===== config.mk =====
export PLATFORM = sky130hd
export DESIGN_NAME = uart_tx_serializer
export DESIGN_NICKNAME = d
export VERILOG_FILES = /design/src/rtl/uart_tx_serializer.sv
export SDC_FILE = /design/constraint.sdc
export NUM_CORES = 1
export LEC_CHECK = 0
export BUFFER_PORTS_ARGS = -buffer_cell sky130_fd_sc_hd__buf_4
export CAP_MARGIN = 10
export CORE_UTILIZATION = 50
export DETAILED_ROUTE_END_ITERATION = 10
export GPL_TIMING_DRIVEN = 0
export PLACE_DENSITY = 0.68
export SYNTH_ARGS = -nofsm -noshare
export SYNTH_HDL_FRONTEND = slang
export SYNTH_SLANG_ARGS = --single-unit

===== constraint.sdc =====
create_clock -name SCLK -period 2.6 [get_ports SCLK]
set_input_delay 0 -clock SCLK [delete_from_list [all_inputs] [get_ports SCLK]]
set_output_delay 0 -clock SCLK [all_outputs]
set_load 0.02 [all_outputs]

===== src/rtl/uart_tx_serializer.sv =====
// UART transmit serializer: pops bytes from the TX FIFO and shifts them onto
// UART_TXD as start, 8 data bits LSB first, optional parity and 1-2 stop bits.
module uart_tx_serializer #(
    parameter int unsigned CLK_DIV    = 434,
    parameter int unsigned PARITY_EN  = 0,
    parameter int unsigned PARITY_ODD = 0,
    parameter int unsigned STOP_BITS  = 1
) (
    input  logic       SCLK,
    input  logic       RST,
    input  logic       TX_EN,
    input  logic       FIFO_Empty,
    input  logic [7:0] FIFO_RD_DATA,
    output logic       FIFO_RDEN,
    output logic       UART_TXD,
    output logic       TX_BUSY,
    output logic       TX_DONE
);

    typedef enum logic [2:0] {
        IDLE   = 3'd0,
        FETCH  = 3'd1,
        LOAD   = 3'd2,
        START  = 3'd3,
        DATA   = 3'd4,
        PARITY = 3'd5,
        STOP   = 3'd6
    } state_t;

    localparam logic [15:0] BIT_LAST  = 16'(CLK_DIV - 32'd1);
    localparam logic [2:0]  STOP_LAST = 3'(STOP_BITS - 32'd1);
    localparam logic        PAR_EN    = (PARITY_EN != 32'd0);
    localparam logic        PAR_ODD   = (PARITY_ODD != 32'd0);

    function automatic logic frame_parity(input logic [7:0] data, input logic odd);
        return (^data) ^ odd;
    endfunction

    state_t      state_q, state_d;
    logic [15:0] cnt_q, cnt_d;
    logic [2:0]  idx_q, idx_d;
    logic [7:0]  shift_q, shift_d;
    logic        par_q, par_d;
    logic        txd_q, txd_d;
    logic        rden_q, rden_d;
    logic        busy_q, busy_d;
    logic        done_q, done_d;
    logic        bit_end_s;

    // Next-state, baud counter, bit index and shift register update.
    always_comb begin
        state_d   = state_q;
        cnt_d     = cnt_q;
        idx_d     = idx_q;
        shift_d   = shift_q;
        par_d     = par_q;
        bit_end_s = (cnt_q == BIT_LAST);
        case (state_q)
            IDLE: begin
                cnt_d = 16'd0;
                idx_d = 3'd0;
                if (TX_EN && !FIFO_Empty) begin
                    state_d = FETCH;
                end else begin
                    state_d = IDLE;
                end
            end
            FETCH: begin
                state_d = LOAD;
            end
            LOAD: begin
                shift_d = FIFO_RD_DATA;
                par_d   = frame_parity(FIFO_RD_DATA, PAR_ODD);
                cnt_d   = 16'd0;
                idx_d   = 3'd0;
                state_d = START;
            end
            START: begin
                if (bit_end_s) begin
                    cnt_d   = 16'd0;
                    state_d = DATA;
                end else begin
                    cnt_d = cnt_q + 16'd1;
                end
            end
            DATA: begin
                if (bit_end_s) begin
                    cnt_d   = 16'd0;
                    shift_d = {1'b0, shift_q[7:1]};
                    // index wraps 7 -> 0, so it is ready to count stop bits
                    idx_d   = idx_q + 3'd1;
                    if (idx_q == 3'd7) begin
                        state_d = PAR_EN ? PARITY : STOP;
                    end else begin
                        state_d = DATA;
                    end
                end else begin
                    cnt_d = cnt_q + 16'd1;
                end
            end
            PARITY: begin
                if (bit_end_s) begin
                    cnt_d   = 16'd0;
                    state_d = STOP;
                end else begin
                    cnt_d = cnt_q + 16'd1;
                end
            end
            STOP: begin
                if (bit_end_s) begin
                    cnt_d = 16'd0;
                    if (idx_q == STOP_LAST) begin
                        idx_d   = 3'd0;
                        state_d = IDLE;
                    end else begin
                        idx_d   = idx_q + 3'd1;
                        state_d = STOP;
                    end
                end else begin
                    cnt_d = cnt_q + 16'd1;
                end
            end
            default: begin
                cnt_d   = 16'd0;
                idx_d   = 3'd0;
                state_d = IDLE;
            end
        endcase
    end

    // Outputs decoded from the next state so the flops line up with the state they describe.
    always_comb begin
        txd_d = 1'b1;
        case (state_d)
            START:   txd_d = 1'b0;
            DATA:    txd_d = shift_d[0];
            PARITY:  txd_d = par_d;
            default: txd_d = 1'b1;
        endcase
        rden_d = (state_d == FETCH);
        busy_d = (state_d != IDLE);
        done_d = (state_d == STOP) && (idx_d == STOP_LAST) && (cnt_d == BIT_LAST);
    end

    // State and output registers.
    always_ff @(posedge SCLK or posedge RST) begin
        if (RST) begin
            state_q <= IDLE;
            cnt_q   <= 16'd0;
            idx_q   <= 3'd0;
            shift_q <= 8'd0;
            par_q   <= 1'b0;
            txd_q   <= 1'b1;
            rden_q  <= 1'b0;
            busy_q  <= 1'b0;
            done_q  <= 1'b0;
        end else begin
            state_q <= state_d;
            cnt_q   <= cnt_d;
            idx_q   <= idx_d;
            shift_q <= shift_d;
            par_q   <= par_d;
            txd_q   <= txd_d;
            rden_q  <= rden_d;
            busy_q  <= busy_d;
            done_q  <= done_d;
        end
    end

    assign FIFO_RDEN = rden_q;
    assign UART_TXD  = txd_q;
    assign TX_BUSY   = busy_q;
    assign TX_DONE   = done_q;

endmodule


* Word level (Yosys, flattened, before mapping)
Cells that the tools add are included.
Operators by class: add/sub/neg operators 2, eq/ne operators 15, multiplexer cells 18, reduce and logical (&&, ||, !) cells 13
Operators with widths (number):
- $eq A16 B9 Y1 const B | 2
- $pmux W16 S2 | 1
- $mux W3 | 8
- $eq A3 B3 Y1 const B | 7
- $pmux W3 S7 | 1
- $add A16 B1 Y16 const B | 1
- $mux W16 | 1
- $pmux W8 S2 | 1
- $eq A3 B2 Y1 const B | 3
- $logic_not A3 Y1 | 3
- $pmux W3 S3 | 1
- $mux W8 | 1
- $reduce_xor A8 Y1 | 1
- $eq A3 B1 Y1 const B | 2
- $reduce_or A4 Y1 | 1
- $add A3 B1 Y3 const B | 1
- $logic_and A1 B1 Y1 | 3
- $pmux W1 S3 | 1
- $reduce_bool A3 Y1 | 1
- $reduce_or A3 Y1 | 1
- $mux W1 | 2
- $mux W2 | 1
- $ne A2 B2 Y1 const B | 1
- $reduce_and A2 Y1 | 1
- other kinds (2) | 2
Storage, ports and cells: register bits 35, output and inout port bits 4

* Logic depth before layout (Yosys ltp)
word-level depth 7, gate-level depth with buffers 11, gate-level depth less buffers 9

* Worst setup path before layout
Ideal clock, no wire load.
path type register -> register, from register cnt_q[0], to register done_q (netlist: TX_DONE), setup time 68 ps, data arrival time 2232 ps, required time 2532 ps, path slack 300 ps, stages on the path, launching flop included 11, buffers on the path 2, cell sequence dfrtp_1 ha_1 nor4bb_1 and4_1 buf_6 or2_1 buf_6 o21ai_4 or4b_1 nor3_2 and4b_1
RTL lines:
- start: declaration | line 40 | logic [15:0] cnt_q, cnt_d;
- start signal: assignment | line 159 | cnt_q <= cnt_d;
- $add A16 B1 Y16 / $eq A16 B9 Y1 (equally long branches)
- $mux W16 *
- $pmux W16 S2 * | line 58 | case (state_q)
- named net cnt_d[8] | line 40
- $eq A16 B9 Y1 * | line 142 | done_d = (state_d == STOP) && (idx_d == STOP_LAST) && (cnt_d == BIT_LAST);
- $logic_and A1 B1 Y1 * | line 142
- named net done_d | line 47 | logic done_q, done_d;
- end signal: assignment | line 166 | done_q <= done_d;
- end: declaration | line 47
Mark *: on every way through the listed nets, which the timed path passes. The rest lies on a longest branch. A chain may end at the register's enable or synchronous reset.

* Worst setup path in the final report
from register cnt_q[1], to register done_q (netlist: TX_DONE)
RTL lines (line):
- $add A16 B1 Y16 / $eq A16 B9 Y1 (equally long branches)
- $mux W16
- $pmux W16 S2 * | 58
- named net cnt_d[1] | 40
- $eq A16 B9 Y1 * | 142
- $logic_and A1 B1 Y1 * | 142
- named net done_d | 47
Marks and branches as above.

==> metrics.cfg <==
[setup_path]
crit_type = reg -> reg
cpMaxStageDelayCell = or4b_4
r2r_end = TX_DONE
required_ns = 2.83
crit_family = simple AND/OR/NAND/NOR gates
timing.reg2reg.worst_path_depth = 11
startpoint = cnt_q[1]
endpoint = TX_DONE
reg2reg_slack_ns = 0.01
cp.arrival_ns = 2.82
start_kind = register
cp.depth = 11
cp_num_buf_inv = 3
cp_common_cell = buf_6
cp_max_fo = 10
path_cells = inv_1 -> ha_1 -> nor4bb_2 -> and4_1 -> buf_6 -> or2_1 -> buf_6 -> o22ai_2 -> or4b_4 -> nor3_2 -> and4b_1
slowest_delay_ns = 0.56
rr_startpoint = cnt_q[1]
end_kind = register

[global_routing]
grt_max_degree = 22
track_usage_pct = 25.3
antenna_found_initial = 0
grt_overflow = 0
grt_pass1_wl_um = 8310
grt_pass1_vias = 1757

[layout]
finalNetCount = 287
design_area_sq_um = 2570
diodes = 0
layout_commonest_cell = nand2_1
area_delta_synth_final_pct = 21.7
final_cell_mix = nand2_1 (35), dfrtp_1 (34), nor2_1 (16)
drive_above_1_share_pct = 16.2

[clock_tree]
cts_tree = built
clockRootBuffer = clkbuf_8
cts_buffers = 5
htree_levels = 2
clk_latency_ns = 0.30
cts_buffer_depth = 2
cts.clk_slew.worst_paths_ns = 0.07
clock-sinks = 35

[detailed_routing]
dr.first_iter.drc_count = 129
vias = 1855
detail_route.vias_per_cell = 5.78
first_pass_iters = 4
wl_per_cell_um = 15.4
drc_errors = 0
drtAntennaViolNets = 0
wl_um = 4950

[synth]
seq_area_frac_synth_pct = 41.5
yosysTopAreaCellShare_pct = 40.3
postSynthAreaPerCell_sq_um = 8.87
yosys.area_share.simple_pct = 27.5
ys_types = 50
ys_ff_latch = 35
ys.flop_type = dfrtp_1
syn_nets = 255
synth_area_sq_um = 2110
synth_edf_count = 0
synth_area_leaders = dfrtp_1 (40%), nand2_1 (6.2%), xnor2_1 (4.6%)
synth_xor_area_share_pct = 4.98
synth_cells = 238
synthMuxAreaShare_pct = 0.474
synthAdderAreaFrac_pct = 2.96
yosys_warnings = 0
synth_compound_area_share_pct = 16.8
async_flop_share_pct = 100
synth_top_family_by_area = simple AND/OR/NAND/NOR gates
netlist.top_cell.by_area = dfrtp_1

[sta]
finalHoldViolCount = 0
rsz0062_at_grt = true
hold_ws_ns = 0.0262
setup_viol = 0
fin_ws_ns = 0.0113
tightest_slew_ns = 0.903
fin_worst_skew_ns = 0.00467
fmax_mhz = 386
drv_slew = 0
min_period_over_period_pct = 99.6
period_needed_ns = 2.59
relSlewSlack_pct = 39.8

[place]
hpwl_um = 3500
placed_cell_area_sq_um = 2310
gp_congestion = 0.909
portBuffers = 15
pre_cts_ws_ns = 0.0117

[run]
cap_violations = 0

[pwr]
leakagePower_nw = 1.17
vdd_drop_max_uv = 296
powerDensity_nw_per_um2 = 480
finalPower_w = 0.00123

[floorplanning]
row_count = 23
initial_core_util_pct = 52.4
core_sq_um = 4030
die_w_um = 67.0
boundaryPins = 16
die_height_um = 67.0
die_area_sq_um = 4490

[outcome]
outcome = finished clean

[min_path]
hp-class = in -> reg

[kinds of logic (layout without fill, tap and decap cells)]
| logic type | Yosys count | in the layout |
|---|---|---|
| AOI/OAI and AO/OA | 51 | 51 |
| xor gates and xnor gates | 12 | 12 |
| adders and majority gates | 5 | 5 |
| buffers and inverters | 25 | 58 |
| DFF | 35 | 35 |
| muxes | 1 | 1 |
| and+or+nand+nor | 109 | 109 |
[where the power goes]
part	total [W]	switching, W	internal, W
registers	0.000562	0.00000504	0.000557
clock network	0.000598	0.000215	0.000383
logic	0.0000756	0.0000341	0.0000415
[routing by layer]
metal	GRT usage (%)	vias up	wire length (um)
li1	-	912	-
met1	34.4	892	2350
met2	38.9	45	2300
met3	6.34	6	226
met4	7.98	0	66
met5	0	-	0
[Yosys cell counts, types with 2 or more instances]
cell	number
nor2b_1	2
nand3_1	10
ha_1	5
buf_6	3
and3_1	3
inv_1	11
o31ai_1	4
nand2_1	35
and4_1	2
and3b_1	2
and4b_1	2
nor3b_1	3
nand2b_1	3
nor4bb_1	2
nor2_1	16
buf_2	3
a32oi_1	2
nor3_1	11
nor4_1	4
dfrtp_1	34
o21ai_0	14
xnor2_1	11
a21oi_1	8
a22oi_1	7
nand4_1	4
a31oi_1	2
clkbuf_2	2
nor4b_1	2
a22o_1	5
clkbuf_1	6
[worst min-delay path by stage]
stage	from	endpoint	slack [ns]	depth (start not counted)
finish	FIFO_Empty	FIFO_RDEN	0.03	3
global route	FIFO_Empty	FIFO_RDEN	0.03	3
CTS	FIFO_Empty	FIFO_RDEN	0.03	3
detailed placement	FIFO_RD_DATA[7]	shift_q[7]	0.23	3
global placement	FIFO_RD_DATA[7]	shift_q[7]	0.22	3
floorplan	FIFO_RD_DATA[7]	shift_q[7]	0.12	2
[per-stage QoR]
step           utilization [%]  instances  setup TNS, ns
2_1_floorplan                -        238              0
3_3_place_gp              56.8        303              0
6_report                  63.8        321              0
4_1_cts                   63.1        321              0
3_5_place_dp              57.5        304              0
5_1_grt                   63.8        321         -0.135
[worst min-delay path, stage by stage]
cell and delay, ns:
buf_4 0.08, nor3b_1 0.05, and2_1 0.16
[sequential cells by signal, indices dropped and copies added (netlist names)]
| name | cells |
|---|---|
| par_q | 1 |
| cnt_q | 16 |
| FIFO_RDEN | 1 |
| UART_TXD | 1 |
| shift_q | 8 |
| state_q | 3 |
| TX_BUSY | 1 |
| TX_DONE | 1 |
| idx_q | 3 |
[final cells by class]
type                       instances  area, sq um
buffer                            14         82.6
clock buffer                       5         68.8
clock inverter                     3         67.6
fill                             357         1460
inverter                          11         41.3
multi-input combinational        178         1140
sequential                        35          877
tap                               50         62.6
timing repair buffer              25          230
[repair_timing]
item / 4_1_cts / 5_1_grt
setup buffers: 0 / 0
hold buffers: 9 / 0
endpoints found under the hold margin: 27 / 0
endpoints found under the setup margin: 1 / 2
resized for setup: 1 / 5
Note: power is estimated with default switching activity, not from simulation.
